===== src/rtl/iddmm_pkg.sv =====
// Shared types and default parameters for the IDDMM engine arbiter.
// Holds the arbiter state encoding used by iddmm_arb.
package iddmm_pkg;

    typedef enum logic [1:0] {
        ARB_IDLE  = 2'd0,
        ARB_ISSUE = 2'd1,
        ARB_BUSY  = 2'd2,
        ARB_GAP   = 2'd3
    } arb_state_t;

    localparam int IDDMM_K_DEF       = 256;
    localparam int IDDMM_N_DEF       = 16;
    localparam int IDDMM_R_DEF       = 4;
    localparam int IDDMM_TIMEOUT_DEF = 4096;

endpackage


===== src/rtl/iddmm_rr_pick.sv =====
// Combinational round-robin picker: returns the one-hot winner among req,
// searching upward from the requester after last_owner.
import iddmm_pkg::*;

module iddmm_rr_pick #(
    parameter int R  = IDDMM_R_DEF,
    parameter int IW = $clog2(R)
) (
    input  logic [R-1:0]  req,
    input  logic [IW-1:0] last_owner,
    output logic [R-1:0]  winner
);

    logic [IW:0] idx_s;
    logic        found_s;

    // First requesting index after last_owner, wrapping modulo R
    always_comb begin
        winner  = '0;
        found_s = 1'b0;
        idx_s   = '0;
        for (int i = 1; i <= R; i++) begin
            idx_s = {1'b0, last_owner} + i[IW:0];
            if (idx_s >= (IW+1)'(R)) begin
                idx_s = idx_s - (IW+1)'(R);
            end else begin
                idx_s = idx_s;
            end
            if (!found_s && req[idx_s[IW-1:0]]) begin
                winner[idx_s[IW-1:0]] = 1'b1;
                found_s               = 1'b1;
            end else begin
                found_s = found_s;
            end
        end
    end

endmodule


===== src/rtl/iddmm_arb.sv =====
// Round-robin arbiter sharing one IDDMM engine among R requesters.
// Optional watchdog abort is enabled by defining IDDMM_ARB_TIMEOUT_EN.
import iddmm_pkg::*;

module iddmm_arb #(
    parameter int K       = IDDMM_K_DEF,
    parameter int N       = IDDMM_N_DEF,
    parameter int R       = IDDMM_R_DEF,
    parameter int TIMEOUT = IDDMM_TIMEOUT_DEF
) (
    input  logic                 clk,
    input  logic                 rst_n,
    input  logic [R-1:0]         req,
    output logic [R-1:0]         gnt,
    output logic [$clog2(R)-1:0] owner_id,
    output logic [K-1:0]         res_data,
    output logic [R-1:0]         res_valid,
    output logic [R-1:0]         done,
    output logic [R-1:0]         err,
    output logic                 eng_task_req,
    input  logic                 eng_task_grant,
    input  logic                 eng_task_end,
    input  logic [K-1:0]         eng_task_res
);

    localparam int IW = $clog2(R);

    if (R < 2 || N < 1 || TIMEOUT < 2) begin : g_param_chk
        $error("iddmm_arb: illegal parameter set");
    end

    arb_state_t    state_r, state_s;
    logic [R-1:0]  gnt_r, gnt_s;
    logic [IW-1:0] owner_id_r, owner_id_s;
    logic [IW-1:0] last_owner_r, last_owner_s;
    logic          eng_req_r;
    logic [R-1:0]  win_s;
    logic [IW-1:0] win_idx_s;
    logic [R-1:0]  res_valid_s, done_s, err_s;
    logic          timeout_hit_s;

    iddmm_rr_pick #(.R(R), .IW(IW)) u_pick (
        .req        (req),
        .last_owner (last_owner_r),
        .winner     (win_s)
    );

    // One-hot winner to binary index for the operand-select mux
    always_comb begin
        win_idx_s = '0;
        for (int i = 0; i < R; i++) begin
            if (win_s[i]) begin
                win_idx_s = IW'(i);
            end else begin
                win_idx_s = win_idx_s;
            end
        end
    end

`ifdef IDDMM_ARB_TIMEOUT_EN
    localparam int CW = $clog2(TIMEOUT + 1);
    logic [CW-1:0] wdog_r;

    // Watchdog: cleared when a job is issued, counts engine busy cycles
    always_ff @(posedge clk or negedge rst_n) begin
        if (!rst_n) begin
            wdog_r <= '0;
        end else if (state_r == ARB_ISSUE) begin
            wdog_r <= '0;
        end else if (state_r == ARB_BUSY) begin
            wdog_r <= wdog_r + CW'(1);
        end else begin
            wdog_r <= wdog_r;
        end
    end

    assign timeout_hit_s = (wdog_r == CW'(TIMEOUT - 1));
    assign err           = err_s;
`else
    assign timeout_hit_s = 1'b0;
    assign err           = '0;
`endif

    // Next-state and per-cycle strobes; word/done qualification only in BUSY
    always_comb begin
        state_s      = state_r;
        gnt_s        = gnt_r;
        owner_id_s   = owner_id_r;
        last_owner_s = last_owner_r;
        res_valid_s  = '0;
        done_s       = '0;
        err_s        = '0;
        case (state_r)
            ARB_IDLE: begin
                if (|req) begin
                    gnt_s      = win_s;
                    owner_id_s = win_idx_s;
                    state_s    = ARB_ISSUE;
                end else begin
                    state_s = ARB_IDLE;
                end
            end
            ARB_ISSUE: begin
                state_s = ARB_BUSY;
            end
            ARB_BUSY: begin
                res_valid_s = gnt_r & {R{eng_task_grant}};
                if (eng_task_end) begin
                    done_s       = gnt_r;
                    gnt_s        = '0;
                    last_owner_s = owner_id_r;
                    state_s      = ARB_GAP;
                end else if (timeout_hit_s) begin
                    err_s        = gnt_r;
                    gnt_s        = '0;
                    last_owner_s = owner_id_r;
                    state_s      = ARB_GAP;
                end else begin
                    state_s = ARB_BUSY;
                end
            end
            ARB_GAP: begin
                state_s = ARB_IDLE;
            end
            default: begin
                state_s = ARB_IDLE;
                gnt_s   = '0;
            end
        endcase
    end

    // State, grant and engine start registers
    always_ff @(posedge clk or negedge rst_n) begin
        if (!rst_n) begin
            state_r      <= ARB_IDLE;
            gnt_r        <= '0;
            owner_id_r   <= '0;
            last_owner_r <= IW'(R - 1);
            eng_req_r    <= 1'b0;
        end else begin
            state_r      <= state_s;
            gnt_r        <= gnt_s;
            owner_id_r   <= owner_id_s;
            last_owner_r <= last_owner_s;
            eng_req_r    <= (state_s == ARB_ISSUE);
        end
    end

    assign gnt          = gnt_r;
    assign owner_id     = owner_id_r;
    assign eng_task_req = eng_req_r;
    assign res_data     = eng_task_res;
    assign res_valid    = res_valid_s;
    assign done         = done_s;

endmodule


===== config.mk =====
export PLATFORM = sky130hd
export DESIGN_NAME = iddmm_arb
export DESIGN_NICKNAME = d
export VERILOG_FILES = /design/src/rtl/iddmm_pkg.sv /design/src/rtl/iddmm_rr_pick.sv /design/src/rtl/iddmm_arb.sv
export SDC_FILE = /design/constraint.sdc
export NUM_CORES = 1
export LEC_CHECK = 0
export BUFFER_PORTS_ARGS = -buffer_cell sky130_fd_sc_hd__buf_2
export CORE_AREA = 2 2 207 209
export DETAILED_ROUTE_END_ITERATION = 8
export DIE_AREA = 0 0 209 211
export MAX_ROUTING_LAYER = met4
export SKIP_CTS_REPAIR_TIMING = 1
export SLEW_MARGIN = 20
export SYNTH_ARGS = -nofsm -noshare
export SYNTH_HDL_FRONTEND = slang
export SYNTH_HIERARCHICAL = 1
export SYNTH_SLANG_ARGS = --single-unit
export TNS_END_PERCENT = 10

===== constraint.sdc =====
create_clock -name clk -period 3.3 [get_ports clk]
set_input_delay 0.165 -clock clk [delete_from_list [all_inputs] [get_ports clk]]
set_output_delay 0.165 -clock clk [all_outputs]
set_load 0.02 [all_outputs]

* Word-level counts from Yosys, hierarchy flattened
Index checks and enable logic that the tools add are counted.
** Operators by class
- Add/subtract/negate cells :: 8
- $lt $le $gt $ge :: 12
- Eq/ne operators :: 6
- Muxes and demuxes :: 39
- Bitwise logic cells :: 4
- Reductions and logical operators :: 16
** Operator list (number)
- $mux 4 :: 9
- $mux 1 :: 14
- $ge 3x3->1 const B :: 4
- $lt 2x3->1 const B :: 4
- $mux 2 :: 6
- $or 4x4->4 :: 3
- $bmux 1 s2 :: 4
- $demux 1 s2 :: 4
- $ge 2x1->1 const B :: 4
- $pmux 2 s4 :: 1
- $pmux 4 s2 :: 1
- $sub 2x1->2 const B :: 4
- $logic_and 1x1->1 :: 7
- $add 2x2->3 const B :: 2
- $and 4x4->4 :: 1
- $eq 2x1->1 const B :: 2
- $eq 2x2->1 const B :: 2
- $ne 2x2->1 const B :: 2
- $reduce_and 2->1 :: 2
- $reduce_or 4->1 :: 1
- $add 2x1->3 const B :: 1
- $add 2x3->3 const B :: 1
- $logic_not 1->1 :: 3
- $reduce_and 3->1 :: 1
- 2 further kinds :: 2
** Storage, ports and cells
- Register bits :: 11
- Input bits :: 264
- Output and inout bits :: 275
- Word-level logic and storage cells :: 90

* Depth between registers and ports, before layout
- Word-level depth :: 18
- Depth in mapped cells :: 10
- Depth with buffers taken out :: 9

* Cells and area by module
Netlist, hierarchy kept.
** By module, submodules not included
- iddmm_arb :: instances 1, cells an instance 309, area an instance 2519.9 um^2, seq. area each 277.8 um^2
- iddmm_rr_pick :: instances 1, cells an instance 38, area an instance 357.8 um^2, seq. area each 0.0 um^2

* Worst setup path before layout
OpenSTA, ideal clock, no wires.
- Path type :: register -> register
- Start point :: register last_owner_r[0]
- End point :: register owner_id_r[0] (netlist: owner_id[0])
- Arrival time :: 2.350 ns
- Required time :: 3.156 ns
- Setup slack :: 0.806 ns
- Stages on the path, launching flop included :: 10
- Path buffers :: 0
- Clock period less this slack :: 2.494 ns
- Cell sequence :: dfstp_2 > inv_1 > ha_1 > mux4_1 > nor4b_4 > nand2_1 > o211ai_1 > inv_1 > a21oi_1 > o21ai_0
** RTL lines
- start: declaration :: RTL line iddmm_arb.sv:35 : logic [IW-1:0] last_owner_r, last_owner_s;
- start signal: assignment :: RTL line iddmm_arb.sv:138 : last_owner_r <= IW'(R - 1);
- start signal: assignment :: RTL line iddmm_arb.sv:144 : last_owner_r <= last_owner_s;
- branches (longest 14 deep; another with $add 2x1->3)
- $mux 4 * :: RTL line iddmm_rr_pick.sv:29 : if (!found_s && req[idx_s[IW-1:0]]) begin
- net win_s[2] :: RTL line iddmm_arb.sv:37 : logic [R-1:0] win_s;
- $mux 2 * (2 in a row) :: RTL line iddmm_arb.sv:52 : if (win_s[i]) begin
- end signal: assignment :: RTL line iddmm_arb.sv:143 : owner_id_r <= owner_id_s;
- end: declaration :: RTL line iddmm_arb.sv:34 : logic [IW-1:0] owner_id_r, owner_id_s;
Mark *: on every way through the listed nets, which the timed path passes. The select of a mux whose other input is x is not followed.
A chain may end at the register's enable or synchronous reset.

* Worst setup path in the final report
Same ends and word-level chain as after synthesis.

==> results.md <==
- FP Rows: 75
- Vias per inst: 1.844
- Nets@finish: between 300 and 400
- Vias in the first global route: roughly 1300
- Final Max Tran Viols: 0
- Maximum vdd ir drop: just over 200 uV
- Measured slew at the worst slew-check pin: 484.9 ps
- Maxcap violations: 0
- Lkg Pwr: ~0.59 nW
- Mean routed wirelength per cell: 15.76 microns
- Sequential share of the synthesized area: 0.09652
- Post-synth cell types: 25
- CP max stage cell: dfstp_2
- Root buffer cell: clkbuf_16
- Clock slew at reported path FFs: around 40 ps
- Number of remaining DRC errors: 0
- TritonCTS buffer count: 3
- Worst-path fanout max: 10
- Initial Util: 0.06891
- First-pass GRT wire length: 12.43 mm
- Largest net degree at the start of global routing: 12
- Die H: 211 microns
- Post-Syn Area: 0.002878 sq mm
- # IOs: approximately 540
- Ys Warns: 6
- Hold Slack: 330.0 ps
- Synth top area share: 0.6783
- Final worst-path cycle share: 0.8390
- Finished Cell Area: about 0.0018 sq mm
- CP Capture Point: owner_id[0]$_DFFE_PN0P_
- Initial antenna violation count: 0
- RePlAce Congestion: approximately 0.75
- Gr ovfl total: 0
- Syn avg cell area: ~8.3 sq um
- Async set or reset register ratio after synthesis: 1.000
- DRT iter0 DRCs: 64
- Status: complete, no violations
- Crit Path Class: register to register
- Final Critical Period: 2769 ps
- Area of the core: between 0.04 and 0.05 sq mm
- Post-Synthesis Cells: 347
- Cell breakdown of the critical path: inv_1 -> ha_1 -> mux4_1 -> nor4b_4 -> nand2_1 -> o211ai_1 -> inv_1 -> a21oi_1 -> o21ai_0
- CTS tree: yes
- Crit path from: last_owner_r[0]$_DFFE_PN1P_
- Setup TNS Final: 0 ps
- Cell area after placement: 0.001705 sq mm
- CP required: roughly 3400 ps
- Ranking of synthesized cells by area: buf_4, dfrtp_1, ha_1
- DIE AREA: 0.04410 sq mm
- Via count: 1206
- Reg2reg setup slack: 530 ps
- Power per cell area: 592.7 mW/mm^2
- Dpl hpwl: roughly 8.9 mm
- Final setup viols: 0
- DRT Wirelength: between 10 and 15 mm
- CP endpoint kind: register
- Area delta synth->final: -37.65%
- HP Class: primary input to output port
- Cell with the most instances after synthesis: buf_4
- Drt pass-1 iters: 5
- Fraction of layout cells with a size suffix above 1: 0.3130
- RSZ-0062 raised after global routing: no
- Die span in x: about 210 microns
- Worst slew margin: 0.6732
- Fillers: a little under 5000
- Latest clock arrival within the worst-skew pair: 230 ps
- I/O Buffers: 22
- Cell taking the most area after synthesis: buf_4
- Final hold violation count: 0
- Worst endpoint data arrival time: around 2900 ps
- Max incr delay on CP: approximately 650 ps
- FF+latch count, synth: 11
- Antenna fix cells: 0
- Cell mode on critical path: inv_1
- Post-synth top cells: buf_4, and3_1, ha_1
- Antenna-violating nets left: 0
- Worst r2r dst: owner_id[0]$_DFFE_PN0P_
- FMAX: between 0.3 and 0.4 GHz
- Worst r2r src: last_owner_r[0]$_DFFE_PN1P_
- Clock Skew: 1.364 ps
- CTS Sinks: 11
- H-tree depth: 1
- Reg2Reg Depth: 9
- Number of flops mapped to enable cells by yosys: 0
- Clk buf depth: 2
- Total track usage: 0.04424
- Critical Path Source Type: register
- Post-synth top flop: dfrtp_1
[sequential cells by signal, summed over array words and instances, names as in the netlist]
| register | cells |
|---|---|
| last_owner_r | 2 |
| state_r | 2 |
| owner_id | 2 |
| gnt | 4 |
| eng_task_req | 1 |
[how the worst min path moves through the flow]
stage                            from                endpoint  cells after the start
floorplan                       rst_n  eng_task_req$_DFF_PN0_                      0
global placement                rst_n  eng_task_req$_DFF_PN0_                      1
detailed placement              rst_n  eng_task_req$_DFF_PN0_                      1
CTS                             rst_n    state_r[1]$_DFF_PN0_                      1
global route        eng_task_res[131]           res_data[131]                      0
finish              eng_task_res[106]           res_data[106]                      0
[through the flow]
step	cells	setup WS (ps)	power (mW)	util
after floorplan	350	806.1	1.168	-
after global placement	649	656.1	0.8403	0.04084
after detailed placement	649	528.7	0.8539	0.04084
after CTS	653	535.1	1.080	0.04273
after global routing	654	357.5	1.149	0.04297
final	654	531.4	1.063	0.04297
[metal layers]
| metal | share of wire | track usage |
|---|---|---|
| met5 | 0 | - |
| met3 | 0.25 | 0.04758 |
| met1 | 0.21 | 0.02679 |
| met4 | 0.10 | 0.04704 |
| met2 | 0.43 | 0.06253 |
[cell usage in the layout (no fill, tap or decap), types with 3 or more instances in the layout]
cell,instances
inv_1,9
conb_1,4
and3_1,12
ha_1,10
buf_2,22
a21oi_1,5
nand2_1,8
o211ai_1,4
dfrtp_1,9
a221o_1,4
nor3b_1,5
clkbuf_16,3
[worst max-delay path, delay by kind of cell, from the launching register on]
family          cells  cell delay, ps
mux                 1             610
fa+ha+maj           1             340
compound gates      3             380
buf+inv             2             220
flops               1             650
simple gates        2             430
[area by class of cell]
type,count,area [sq um],share of cell area
Clock buffer,4,78.83,0.04393
Timing Repair Buffer,23,120.1,0.06695
Multi-Input combinational cell,68,609.3,0.3396
Sequential cell,11,277.8,0.1548
Tap cell,539,674.4,0.3759
Inverter,9,33.78,0.01883
[cells by family (layout without fill, tap and decap cells)]
kind of cell	after synthesis	after routing	synth area share
AO/OA/AOI/OAI	17	17	0.04522
adder cells (fa/ha/maj)	10	10	0.04348
buffers and inverters	271	36	0.6956
flip-flops	11	11	0.09652
multiplexers	7	7	0.04522
other	1	4	0.001303
AND/OR/NAND/NOR	30	30	0.07261
[where the power goes]
part	leakage (nW)	switching (mW)	internal, mW
Sequential	0.137	0.0659	0.197
Clock	0.0382	0.0528	0.162
Combinational	0.416	0.340	0.247
Power figures use the tool's default switching activity.
